<file path="config.mk">
export PLATFORM = sky130hd
export DESIGN_NAME = spi_cmd_decoder_flat
export DESIGN_NICKNAME = d
export VERILOG_FILES = /design/src/rtl/spi_cmd_decoder_if.sv /design/src/rtl/spi_cmd_decoder.sv /design/src/flat_wrapper.sv
export SDC_FILE = /design/constraint.sdc
export NUM_CORES = 1
export LEC_CHECK = 0
export ABC_AREA = 1
export ABC_CLOCK_PERIOD_IN_PS = 4100
export CAP_MARGIN = 10
export CORE_ASPECT_RATIO = 2
export CORE_MARGIN = 5
export CORE_UTILIZATION = 52
export DETAILED_ROUTE_END_ITERATION = 8
export PLACE_DENSITY = 0.75
export SLEW_MARGIN = 20
export SYNTH_ARGS = -nofsm -noshare
export SYNTH_HDL_FRONTEND = slang
export SYNTH_SLANG_ARGS = --single-unit
</file>
<file path="constraint.sdc">
create_clock -name clkIN -period 4.1 [get_ports clkIN]
set_input_delay 1.025 -clock clkIN [delete_from_list [all_inputs] [get_ports clkIN]]
set_output_delay 1.025 -clock clkIN [all_outputs]
set_load 0.005 [all_outputs]
</file>
<file path="src/rtl/spi_cmd_decoder_if.sv">
// Word and frame-memory signals between the SPI slave, the command decoder
// and the frame buffer read port. The decoder side uses the slave modport.
interface spi_cmd_decoder_if #(
  parameter int DATA_W = 16,
  parameter int ADDR_W = 17
);
  logic [DATA_W-1:0] wordIN;
  logic              wordValidIN;
  logic              nSSIN;
  logic [DATA_W-1:0] replyOUT;
  logic [ADDR_W-1:0] memAddrOUT;
  logic              memRdOUT;
  logic [DATA_W-1:0] memDataIN;

  modport slave (
    input  wordIN, wordValidIN, nSSIN, memDataIN,
    output replyOUT, memAddrOUT, memRdOUT
  );

  modport master (
    output wordIN, wordValidIN, nSSIN, memDataIN,
    input  replyOUT, memAddrOUT, memRdOUT
  );
endinterface

</file>
<file path="src/rtl/spi_cmd_decoder.sv">
// SPI command decoder: register reads/writes, frame-buffer burst reads and
// the reply word handed back to the SPI slave for the next transfer.
module spi_cmd_decoder #(
  parameter int DATA_W = 16,
  parameter int ADDR_W = 17
) (
  input  logic                    clkIN,
  input  logic                    nRESETIN,
  spi_cmd_decoder_if.slave        bus,
  output logic [7:0]              ctrlOUT,
  output logic                    errorOUT
);

  typedef enum logic [1:0] {IDLE, MEMRD, MEMWAIT, BURST} state_t;

  state_t            state, state_next;
  logic              word_valid_q;
  logic              nss_s1, nss_s2, nss_s3;
  logic              word_event, deselect;
  logic [7:0]        regs [0:7];
  logic [5:0]        errcnt;
  logic [ADDR_W-1:0] addr, addr_next;
  logic [11:0]       remaining, remaining_next;
  logic [DATA_W-1:0] reply, reply_next;
  logic              err_now, reg_we, mem_rd;
  logic [3:0]        opcode;
  logic [11:0]       arg;
  logic [2:0]        reg_idx;
  logic [7:0]        rd_data;

  assign opcode     = bus.wordIN[DATA_W-1 -: 4];
  assign arg        = bus.wordIN[DATA_W-5 -: 12];
  assign reg_idx    = arg[10:8];
  assign word_event = bus.wordValidIN & ~word_valid_q;
  assign deselect   = nss_s2 & ~nss_s3;
  // Reg 7 is never stored; it is assembled from live status on every read.
  assign rd_data    = (reg_idx == 3'd7) ? {(state != IDLE), 1'b0, errcnt} : regs[reg_idx];

  // Synchronizers reset to the deselected level so reset alone never looks like a deselect.
  always_ff @(posedge clkIN or negedge nRESETIN) begin
    if (!nRESETIN) begin
      nss_s1       <= 1'b1;
      nss_s2       <= 1'b1;
      nss_s3       <= 1'b1;
      word_valid_q <= 1'b0;
    end else begin
      nss_s1       <= bus.nSSIN;
      nss_s2       <= nss_s1;
      nss_s3       <= nss_s2;
      word_valid_q <= bus.wordValidIN;
    end
  end

  always_ff @(posedge clkIN or negedge nRESETIN) begin
    if (!nRESETIN) state <= IDLE;
    else           state <= state_next;
  end

  always_comb begin
    state_next     = state;
    reply_next     = reply;
    addr_next      = addr;
    remaining_next = remaining;
    err_now        = 1'b0;
    reg_we         = 1'b0;
    mem_rd         = 1'b0;
    if (deselect) begin
      state_next = IDLE;
      reply_next = '0;
    end else begin
      case (state)
        IDLE: begin
          if (word_event) begin
            case (opcode)
              4'h0: reply_next = '0;
              4'h1: begin
                reg_we     = 1'b1;
                reply_next = {{(DATA_W-8){1'b0}}, arg[7:0]};
              end
              4'h2: reply_next = {{(DATA_W-8){1'b0}}, rd_data};
              4'h3: begin
                addr_next[11:0] = arg;
                reply_next      = '0;
              end
              4'h4: begin
                addr_next[ADDR_W-1:12] = arg[ADDR_W-13:0];
                reply_next             = '0;
              end
              4'h5: begin
                if (arg == 12'd0) begin
                  reply_next = '0;
                end else begin
                  remaining_next = arg;
                  state_next     = MEMRD;
                end
              end
              default: begin
                reply_next = '1;
                err_now    = 1'b1;
              end
            endcase
          end
        end
        MEMRD: begin
          mem_rd     = 1'b1;
          err_now    = word_event;
          state_next = MEMWAIT;
        end
        MEMWAIT: begin
          err_now        = word_event;
          reply_next     = bus.memDataIN;
          addr_next      = addr + ADDR_W'(1);
          remaining_next = remaining - 12'd1;
          state_next     = BURST;
        end
        BURST: begin
          if (word_event) begin
            if (remaining != 12'd0) begin
              state_next = MEMRD;
            end else begin
              state_next = IDLE;
              reply_next = '0;
            end
          end
        end
        default: state_next = IDLE;
      endcase
    end
  end

  always_ff @(posedge clkIN or negedge nRESETIN) begin
    if (!nRESETIN) begin
      reply     <= '0;
      addr      <= '0;
      remaining <= '0;
      errorOUT  <= 1'b0;
      errcnt    <= '0;
      for (int i = 0; i < 8; i++) regs[i] <= '0;
    end else begin
      reply     <= reply_next;
      addr      <= addr_next;
      remaining <= remaining_next;
      errorOUT  <= err_now;
      if (reg_we && reg_idx != 3'd7) regs[reg_idx] <= arg[7:0];
      if (reg_we && reg_idx == 3'd7)          errcnt <= '0;
      else if (err_now && errcnt != 6'd63)    errcnt <= errcnt + 6'd1;
    end
  end

  assign bus.replyOUT   = reply;
  assign bus.memAddrOUT = addr;
  assign bus.memRdOUT   = mem_rd;
  assign ctrlOUT        = regs[0];

endmodule

</file>
<file path="src/flat_wrapper.sv">
// flat-port wrapper written by rule: the top's interface ports become plain ports
module spi_cmd_decoder_flat 
#(
  parameter int DATA_W = 16,
  parameter int ADDR_W = 17
)
  (clkIN, nRESETIN, ctrlOUT, errorOUT, bus_wordIN, bus_wordValidIN, bus_nSSIN, bus_memDataIN, bus_replyOUT, bus_memAddrOUT, bus_memRdOUT);
  spi_cmd_decoder_if #(.DATA_W(DATA_W), .ADDR_W(ADDR_W)) bus_i ();
  input  logic clkIN;
  input  logic nRESETIN;
  output logic [7:0] ctrlOUT;
  output logic errorOUT;
  input wire logic [$bits(bus_i.wordIN)-1:0] bus_wordIN;
  input wire logic [$bits(bus_i.wordValidIN)-1:0] bus_wordValidIN;
  input wire logic [$bits(bus_i.nSSIN)-1:0] bus_nSSIN;
  input wire logic [$bits(bus_i.memDataIN)-1:0] bus_memDataIN;
  output wire logic [$bits(bus_i.replyOUT)-1:0] bus_replyOUT;
  output wire logic [$bits(bus_i.memAddrOUT)-1:0] bus_memAddrOUT;
  output wire logic [$bits(bus_i.memRdOUT)-1:0] bus_memRdOUT;
  assign bus_i.wordIN = bus_wordIN;
  assign bus_i.wordValidIN = bus_wordValidIN;
  assign bus_i.nSSIN = bus_nSSIN;
  assign bus_i.memDataIN = bus_memDataIN;
  assign bus_replyOUT = bus_i.replyOUT;
  assign bus_memAddrOUT = bus_i.memAddrOUT;
  assign bus_memRdOUT = bus_i.memRdOUT;
  spi_cmd_decoder #(.DATA_W(DATA_W), .ADDR_W(ADDR_W)) u_core (.clkIN(clkIN), .nRESETIN(nRESETIN), .bus(bus_i), .ctrlOUT(ctrlOUT), .errorOUT(errorOUT));
endmodule
</file>
==> results.md, run 1 <==
- Die Span X: 88.2 um
- # Max-Cap Violations: 0
- Peak Freq: about 320 MHz
- Iter 0 DRT Violations: 482
- Most frequent cells after synthesis: 269 x nand2_1, 113 x o21ai_0, 111 x dfrtp_1
- Chip height: roughly 170 um
- CP max FO: 16
- Design area: ~8000 sq um
- Clk slew on worst S/H paths: 0.05 ns
- GRT Total Usage: 0.277
- Hold path cells: 0
- Post-synth top area cell: dfrtp_1
- Crit path max-delay family: simple AND/OR/NAND/NOR gates
- Max clock buf depth: 2
- Warnings from Yosys: 0
- Initial antenna violation count: 0
- Worst R2R Setup Slack: between 1 and 1.5 ns
- Clock skew: between 0.006 and 0.007 ns
- Worst Path Required: around 4.4 ns
- Post-synth cell types: 29
- Post-Synthesis Cells: slightly below 900
- Hold Vio Cnt, Final: 0
- Clk sink count: 114
- Grt ovf: 0
- Slowest cell on crit path: nand4_1
- Site row count: 57
- ANT cells: 0
- HP Class: register to register
- Area delta synth->final: 23.7%
- Final core utilization: 0.653
- Synth Net Count: 933
- IO buf count: 78
- CTS tree: built
- Postcts setup bufs: 0
- Vias in the first global route: just over 6000
- Setup ws final: between 0.9 and 1 ns
- Antenna-violating nets left: 0
- Grt met3 use: 0.0524
- Slew @ Worst Pin: 0.752 ns
- CTS Hold Bufs: 0
- Setup crit start kind: primary input
- Largest stage delay on the critical path: between 0.5 and 0.6 ns
- Crit path kind: primary input to register
- Clk_lat worst skew: 0.42 ns
- Placed cell areas: 7250 sq um
- Cell with the most instances after synthesis: nand2_1
- Largest cells by area after synthesis: dfrtp_1 44%, nand2_1 16%, o21ai_0 8.9%
- RD Place Congestion: roughly 0.92
- FF-to-FF End: u_core.regs[12]
- Worst Min Path Start: u_core.nss_s1
- Pin count of the biggest net entering global routing: 59
- Post-synth EDFFs: 0
- Detailed placement HPWL: 13.8 mm
- Post-synth ARST share: 1.00
- Hold EP: u_core.nss_s2
- Cell Chain, Critical Path: clkdlybuf4s50_1, nor2_1, nand3_1, nor3_4, nand4_1, o21ai_0
- Worst Reg-to-Reg Cells: 8
- RSZ-0062 raised after global routing: no
- Setup TNS: 0 ns
- Mapped Area: roughly 6400 sq um
- Final Setup Violations: 0
- GR peak layer: met2
- Initial Util: 0.528
- Share of cells above drive strength 1: 0.0555
- Avg Cell Area, Syn: slightly above 7 sq um
- Total CTS buffers: 17
- P_leak: ~3.8 nW
- Setup WS pre-CTS: 0.574 ns
- DRC viols: 0
- Final wirelength: around 19 mm
- PwrDens: around 640 nW/um^2
- Slew margin rel.: 0.498
- Number of synthesized register bits: 114
- Share of the synthesized area in the top cell type: 0.437
- Final min period: 3.14 ns
- H-tree depth: 4
- Ys flop type: dfrtp_1
- Buf+Inv Stages, Crit Path: 1
- I/O pins: just under 80
- Critical Path End Type: register
- First-pass GRT wire length: roughly 31 mm
- Vias: 6308
- Peak VDD IR: between 0.0004 and 0.0005 V
- Fin nets: 1003
- 1st-pass router iterations: 5
- Crit Reg-Reg Startpoint: u_core.state[1]
- Register area share after synthesis: 0.449
- Die Footprint: ~15000 sq um
- Via/cell ratio: approximately 5.6
- WL/cell: between 15 and 20 um
- Core area: between 10000 and 15000 sq um
- Final Slew Violations: 0
- Clock Tree Root: clkbuf_16
- Met1 Usage GRT: 0.308
- Worst Path Arrival: 3.45 ns
- Met2 usage: 0.463
- # resized after CTS: 0
- Outcome: finished clean
- Final period util: 0.767
[where the power goes]
group / total, W / switching, W / internal, W / leakage, nW
Combinational: 0.00183 / 0.00108 / 0.000754 / 2.03
Clock: 0.00155 / 0.000528 / 0.00102 / 0.303
Sequential: 0.00165 / 0.000247 / 0.00140 / 1.49
Total: 0.00503 / 0.00186 / 0.00317 / 3.82
[registers in the layout, indices dropped and copies added, names as in the netlist]
| signal | count |
|---|---|
| u_core.word_valid_q | 1 |
| u_core.nss_s3 | 1 |
| u_core.nss_s1 | 1 |
| u_core.regs | 48 |
| u_core.errcnt | 6 |
| u_core.bus.replyOUT | 16 |
| u_core.ctrlOUT | 8 |
| u_core.bus.memAddrOUT | 17 |
| u_core.errorOUT | 1 |
| u_core.nss_s2 | 1 |
| u_core.remaining | 12 |
| u_core.state | 2 |
[cell usage in the layout, fill, tap and decap left out, types with 2 or more instances in the layout]
cell	Yosys	final
clkinv_2	0	4
nor3_1	9	9
clkbuf_16	0	17
a21oi_1	27	27
nor2_1	91	91
dfrtp_1	111	111
a31oi_1	6	6
o21ai_0	113	113
ha_1	7	7
clkbuf_8	0	4
bufinv_16	0	3
dfstp_2	3	3
nand4_1	47	47
clkbuf_1	14	2
buf_4	8	17
o21bai_1	2	2
inv_1	74	74
clkdlybuf4s50_1	0	77
clkinv_1	4	4
xor2_1	7	7
nand3_1	67	67
nand2_1	269	269
[worst register-to-register path, stage by stage (launching register included)]
cell and delay (ns):
dfrtp_1 0.41, inv_1 0.14, ha_1 0.34, inv_1 0.13, nor2_1 0.19, inv_1 0.10, nor3_4 0.36, nand4_1 0.55
o21ai_0 0.40
[metal layers]
metal	part of all wire	wire [um]
met5	0	0
met4	0.068	1320
met3	0.049	954
met2	0.52	9990
met1	0.36	7040
[stage by stage]
stage / total power, W / hold slack, ns / instances
6_report: 0.00503 / 0.355 / 1120
5_1_grt: 0.00537 / 0.366 / 1120
4_1_cts: 0.00504 / 0.356 / 1120
3_5_place_dp: 0.00348 / 0.348 / 1088
3_3_place_gp: 0.00345 / 0.347 / 1088
2_1_floorplan: 0.00270 / 0.345 / 890
[cell families (layout without fill, tap and decap cells)]
logic type | count (synthesis) | after routing | synth area share
adder cells (fa/ha/maj) | 7 | 7 | 0.0138
AND/OR/NAND/NOR | 487 | 487 | 0.324
flip-flops | 114 | 114 | 0.449
XOR/XNOR | 8 | 8 | 0.0110
AO/OA/AOI/OAI | 151 | 151 | 0.122
buffers and inverters | 123 | 206 | 0.0799
[worst max path at each step]
stage,startpoint,end,depth (start not counted)
4_1_cts,bus_wordIN[14],u_core.regs[12],6
2_1_floorplan,bus_wordIN[14],u_core.regs[13],7
3_5_place_dp,bus_wordIN[14],u_core.regs[44],6
3_3_place_gp,bus_wordIN[14],u_core.regs[40],6
6_report,bus_wordIN[14],u_core.regs[12],6
5_1_grt,bus_wordIN[14],u_core.regs[15],6
[cell type report]
type                    count  area [sq um]
fillers                  1047          4190
multi-input cells         653          3000
flip-flops and latches    114          2860
repair buffers             95           918
clock buffers              23           488
inverters                  79           297
well taps                 147           184
clock inverters             9           126
No activity file was read; power rests on OpenSTA's default activity.
==> inputs of run 2 (changes only) <==
Settings changed: ABC_CLOCK_PERIOD_IN_PS 4100 to 3200.
Clock period 4.1 ns to 3.2 ns, I/O delays scaled along.
==> run 2 against run 1 <==
  * Sequential share of layout area down 0.25 points
  * Final area grew 0.68%
  * Routed wire length decreased by 1.0%
  * First-iteration DRC count shrank 7.9%
  * Worst setup slack worse by 0.35 ns
  * Power is 27% higher
  * Utilization grew 0.45 points
  * Via count increased by 0.71%
  * Flip-flop and latch count unchanged
  * Clock skew is essentially flat
  * Hold slack gained 0.0020 ns
  * Global-route usage down 0.45 points
  * Critical path type unchanged
  * Highest routed layer unchanged
==> results.md, run 2 (synthesis gave the netlist of run 1 again) <==
- P_leak: 3.84 nW (+0.61%)
- CTS Hold Bufs: 0 (unchanged)
- Max clock buf depth: 2 (unchanged)
- Largest stage delay on the critical path: 0.52 ns (-0.03 ns)
- RSZ-0062 raised after global routing: no
- Clock Tree Root: clkbuf_16
- Total power: 0.00637 W (+27%)
- Postcts setup bufs: 0 (unchanged)
- Vias in the first global route: 6239 (+0.91%)
- H-tree depth: 4 (unchanged)
- Antenna-violating nets left: 0 (unchanged)
- Biggest register: u_core.regs
- Setup crit start kind: primary input
- Buf+Inv Stages, Crit Path: 1 (unchanged)
- Design area: 7920 sq um (+0.68%)
- Pin count of the biggest net entering global routing: 52 (-12%)
- CTS tree: built
- Vias: 6353 (+0.71%)
- Slew margin rel.: 0.341 (-0.158)
- Worst Min Path Start: u_core.nss_s1
- Initial antenna violation count: 0 (unchanged)
- Iter 0 DRT Violations: 444 (-7.9%)
- Placed cell areas: 7330 sq um (+1.0%)
- # Max-Cap Violations: 0 (unchanged)
- Filler cell count: 1065 (+1.7%)
- Final period util: 0.809
- Setup TNS: 0 ns (unchanged)
- DRC viols: 0 (unchanged)
- Clk_lat worst skew: 0.42 ns (about the same)
- Slew @ Worst Pin: 0.989 ns (+0.237 ns)
- Peak VDD IR: 0.000578 V (+29%)
- Max reg flops: 48 (unchanged)
- Worst R2R Setup Slack: 0.72 ns (-0.65 ns)
- 1st-pass router iterations: 6 (+1)
- Via/cell ratio: 5.62 (-0.18%)
- Die Footprint: 14700 sq um (unchanged)
- Hold Vio Cnt, Final: 0 (unchanged)
- Slowest cell on crit path: nor3_4
- PwrDens: 804 nW/um^2 (+26%)
- Site row count: 57 (unchanged)
- Peak Freq: 386 MHz
- ANT cells: 0 (unchanged)
- Commonest non-fill, non-tap cells in the layout: 269 x nand2_1, 113 x o21ai_0, 111 x dfrtp_1
- Die Span X: 88.2 um (unchanged)
- Crit path kind: primary input to register
- Final Setup Violations: 0 (unchanged)
- Crit Reg-Reg Startpoint: u_core.state[0]
- IO buf count: 78 (unchanged)
- Clock skew: 0.00732 ns (+0.000450 ns)
- Clk sink count: 114 (unchanged)
- Clk slew on worst S/H paths: 0.06 ns (about the same)
- Detailed placement HPWL: 13.9 mm (+0.73%)
- Total CTS buffers: 17 (unchanged)
- # resized after CTS: 0 (unchanged)
- Crit path max-delay family: simple AND/OR/NAND/NOR gates
- Share of cells above drive strength 1: 0.0671 (+0.0116)
- Area delta synth->final: 24.5%
- Initial Util: 0.528 (unchanged)
- Fin nets: 1013 (+1.0%)
- GRT Total Usage: 0.273 (-0.00451)
- Outcome: finished clean
- First-pass GRT wire length: 30.8 mm (-1.2%)
- Core area: 12100 sq um (unchanged)
- CP max FO: 12 (-4)
- Final min period: between 2 and 3 ns
- Critical Path End Type: register
- Final core utilization: 0.657 (+0.00446)
- Final Slew Violations: 0 (unchanged)
- Chip height: 166 um (unchanged)
- Cell Chain, Critical Path: clkdlybuf4s50_1, nor2_1, nand3_1, nor3_4, nand2_1, nand3_1, nand2_1
- CP Launch Point: bus_wordIN[14]
- Final wirelength: 19.1 mm (-1.0%)
- Commonest non-fill, non-tap cell in the layout: nand2_1
- HP Class: register to register
- Hold WS: 0.357 ns (+0.00201 ns)
- WL/cell: 16.9 um (-1.9%)
- Grt ovf: 0 (unchanged)
- Worst Path Arrival: 2.90 ns (-0.55 ns)
- RD Place Congestion: 0.969 (+4.9%)
- I/O pins: 79 (unchanged)
- Worst Path Required: 3.51 ns (-0.90 ns)
run 2: cell count changes in the layout (fill, tap and decap cells not counted):
| cell | before | now |
|---|---|---|
| buf_4 | 17 | 27 |
| clkinv_4 | 0 | 4 |
| clkbuf_8 | 4 | 1 |
| clkbuf_1 | 2 | 0 |
| clkinv_2 | 4 | 2 |
| clkinvlp_4 | 1 | 3 |
| inv_6 | 1 | 3 |
| bufinv_16 | 3 | 2 |
run 2: report_power, final:
| group | switching, W | leakage [nW] | internal, W |
|---|---|---|---|
| Combinational | 0.00139 | 2.07 | 0.000974 |
| Sequential | 0.000320 | 1.49 | 0.00179 |
| Clock | 0.000713 | 0.283 | 0.00117 |
run 2: layout make-up:
type | instances | area [sq um] | share of cell area
repair buffers | 105 | 993 | 0.125
inverters | 79 | 297 | 0.0374
well taps | 147 | 184 | 0.0232
clock inverters | 14 | 154 | 0.0194
flip-flops and latches | 114 | 2860 | 0.361
multi-input cells | 653 | 3000 | 0.378
clock buffers | 18 | 439 | 0.0555
run 2: per-layer routing:
layer / global-route usage / part of all wire / vias up
li1: - / - / 3077
met2: 0.462 / 0.51 / 278
met4: 0.185 / 0.070 / 0
met5: 0 / 0 / -
met3: 0.0470 / 0.048 / 94
met1: 0.300 / 0.37 / 2904
run 2: worst paths after layout:
path,end,depth (start not counted)
max in group asynchronous,u_core.regs[36],2
setup / recovery,u_core.errcnt[1],7
hold / removal,u_core.nss_s2,0
hold reg to reg,u_core.nss_s2,0
setup reg to reg,u_core.errcnt[1],9
min in group asynchronous,u_core.regs[25],1
run 2: through the flow:
step           worst slack, ns  std cells
2_1_floorplan             1.03        890
3_3_place_gp             0.244       1098
3_5_place_dp             0.217       1098
4_1_cts                  0.599       1130
5_1_grt                  0.329       1130
6_report                 0.610       1130
==> inputs of run 3 (changes only) <==
Settings changed: ABC_CLOCK_PERIOD_IN_PS 3200 to 2500.
Clock period 3.2 ns to 2.5 ns, I/O delays scaled along.
==> run 3 against run 2 <==
  * Sequential power rose by 28%
  * Worst setup slack got worse by 0.51 ns
  * Highest routed layer unchanged
  * Clock skew increased by 0.0031 ns
  * Largest power group unchanged
  * Hold slack lost 0.23 ns
  * Largest cell class unchanged
  * Clock-buffer cell count unchanged
  * Final area rose by 3.6%
  * Final cell count is 2.5% higher
==> results.md, run 3 (synthesis gave the netlist of run 1 again) <==
- Buf+Inv Stages, Crit Path: 2 (+1)
- Share of cells above drive strength 1: 0.0940 (+0.0268)
- ANT cells: 0 (unchanged)
- 1st-pass router iterations: 7 (+1)
- Final min period: 2.40 ns
- Detailed placement HPWL: 14.7 mm (+5.6%)
- Final wirelength: 19.8 mm (+3.4%)
- Pin count of the biggest net entering global routing: 59 (+13%)
- DRC viols: 0 (unchanged)
- Crit Reg-Reg Startpoint: u_core.state[0]
- Clock skew: 0.0104 ns (+0.00313 ns)
- Post-Layout Cell Count: 1158 (+2.5%)
- DP Cell Count: 1126 (+2.6%)
- Total CTS buffers: 17 (unchanged)
- Int Power: 0.00534 W (+36%)
- Biggest register: u_core.regs
- Antenna-violating nets left: 0 (unchanged)
- Peak VDD IR: 0.000802 V (+39%)
- Sequential power share: 0.318 (-0.014)
- Wl on met1: 6.88 mm (-1.9%)
- Site row count: 57 (unchanged)
- Slowest cell on crit path: dfstp_2
- WL/cell: 17.1 um (+0.87%)
- Initial Util: 0.528 (unchanged)
- Postcts setup bufs: 0 (unchanged)
- Vias in the first global route: 6334 (+1.5%)
- PwrDens: 1030 nW/um^2 (+29%)
- Clock Tree Root: clkbuf_16
- H-tree depth: 4 (unchanged)
- CP max FO: 8 (-4)
- # Max-Cap Violations: 0 (unchanged)
- Clk_lat worst skew: 0.42 ns (about the same)
- Setup crit start kind: register
- Cell Chain, Critical Path: inv_1, nor2_2, nor2_1, clkdlybuf4s50_1
- Crit path kind: register to output pin
- Vias: 6431 (+1.2%)
- Initial antenna violation count: 0 (unchanged)
- Slew margin rel.: 0.652 (+0.311)
- Via/cell ratio: 5.55 (-1.2%)
- GRT Total Usage: 0.281 (+0.00862)
- Total power: 0.00849 W (+33%)
- Worst Path Required: 1.88 ns (-1.63 ns)
- Multi-input logic area: 3000 sq um (about the same)
- Critical Path End Type: output pin
- Commonest non-fill, non-tap cells in the layout: 269 x nand2_1, 113 x o21ai_0, 111 x dfrtp_1
- RD Place Congestion: 0.946 (-2.4%)
- RSZ-0062 raised after global routing: no
- Met2 wire length: 10.7 mm (+8.5%)
- Logic gate share of total power: 0.369 (-0.003)
- Iter 0 DRT Violations: 481 (+8.3%)
- Die Footprint: 14700 sq um (unchanged)
- Slew @ Worst Pin: 0.520 ns (-0.469 ns)
- Clk slew on worst S/H paths: 0.06 ns (about the same)
- Max clock buf depth: 2 (unchanged)
- Grt ovf: 0 (unchanged)
- Worst Reg-to-Reg Cells: 11 (+2)
- Largest stage delay on the critical path: 0.53 ns (about the same)
- Worst R2R Setup Slack: 0.38 ns (-0.34 ns)
- IO buf count: 78 (unchanged)
- Commonest non-fill, non-tap cell in the layout: nand2_1
- Hold Vio Cnt, Final: 0 (unchanged)
- First-pass GRT wire length: 31.9 mm (+3.3%)
- Setup TNS: 0 ns (unchanged)
- Final Setup Violations: 0 (unchanged)
- Register area: 2860 sq um (unchanged)
- P_leak: 4.01 nW (+4.3%)
- # resized after CTS: 1 (+1)
- Highest metal used: met4
- Chip height: 166 um (unchanged)
- Area delta synth->final: 29.0%
- FF-to-FF End: u_core.bus.replyOUT[6]
- I/O pins: 79 (unchanged)
- CTS tree: built
- Clk pwr share: 0.312 (+0.016)
- Final period util: 0.961
- Core area: 12100 sq um (unchanged)
- HP Class: primary input to asynchronous set/reset pin
- Crit path max-delay family: flip-flops
- NetSw: 0.00314 W (+30%)
- Die Span X: 88.2 um (unchanged)
- Worst Path Arrival: 1.78 ns (-1.12 ns)
- Final core utilization: 0.681 (+0.0239)
- Peak Freq: 416 MHz
- Clk sink count: 114 (unchanged)
- Max reg flops: 48 (unchanged)
- Sw Ratio: 0.371 (-0.0108)
- Met3 Wirelength: 986 um (+7.2%)
- Filler cell count: 991 (-6.9%)
- Fin nets: 1041 (+2.8%)
- Final Slew Violations: 0 (unchanged)
- CTS Hold Bufs: 0 (unchanged)
- Outcome: finished clean
## run 3: routing by layer
| metal | up-vias | global-route usage |
|---|---|---|
| met2 | 249 | 0.496 |
| li1 | 3140 | - |
| met3 | 82 | 0.0539 |
| met5 | - | 0 |
| met1 | 2960 | 0.300 |
| met4 | 0 | 0.164 |
## run 3: cell type report
type                       instances  area share
sequential                       114       0.348
clock buffer                      18      0.0535
clock inverter                    14      0.0248
multi-input combinational        653       0.365
tap                              147      0.0224
inverter                          79      0.0361
timing repair buffer             133       0.150
## run 3: power by group through the flow
stage	Clock, W	Combinational [W]	Sequential (W)
floorplan	0	0.00179	0.00264
global placement	0	0.00308	0.00271
detailed placement	0	0.00313	0.00270
CTS	0.00266	0.00314	0.00269
global route	0.00275	0.00353	0.00276
finish	0.00265	0.00313	0.00270
## run 3: through the flow
| stage | hold slack [ns] | cell area, sq um | setup WS [ns] |
|---|---|---|---|
| after global routing | 0.149 | 8210 | 0.00102 |
| after CTS | 0.128 | 8210 | 0.0779 |
| after floorplan | 0.329 | 6360 | 0.503 |
| after detailed placement | 0.349 | 7560 | 0.0138 |
| after global placement | 0.347 | 7560 | 0.00770 |
| final | 0.125 | 8210 | 0.0964 |
## run 3: worst register-to-register path, delay by kind of cell, from the launching register on
| kind | cells | cell delay (ns) |
|---|---|---|
| and+or+nand+nor | 5 | 0.74 |
| buffers and inverters | 4 | 0.44 |
| DFF | 1 | 0.41 |
| adders and majority gates | 1 | 0.27 |
| AOI/OAI and AO/OA | 1 | 0.16 |
## run 3: how the worst max path moves through the flow
stage,from,to,cells after the start
after floorplan,bus_wordIN[14],u_core.regs[30],7
after global placement,bus_wordIN[14],u_core.regs[55],8
after detailed placement,bus_wordIN[10],u_core.remaining[10],10
after CTS,u_core.nss_s2,bus_memRdOUT,4
after global routing,u_core.state[1],bus_memRdOUT,5
final,u_core.nss_s2,bus_memRdOUT,4
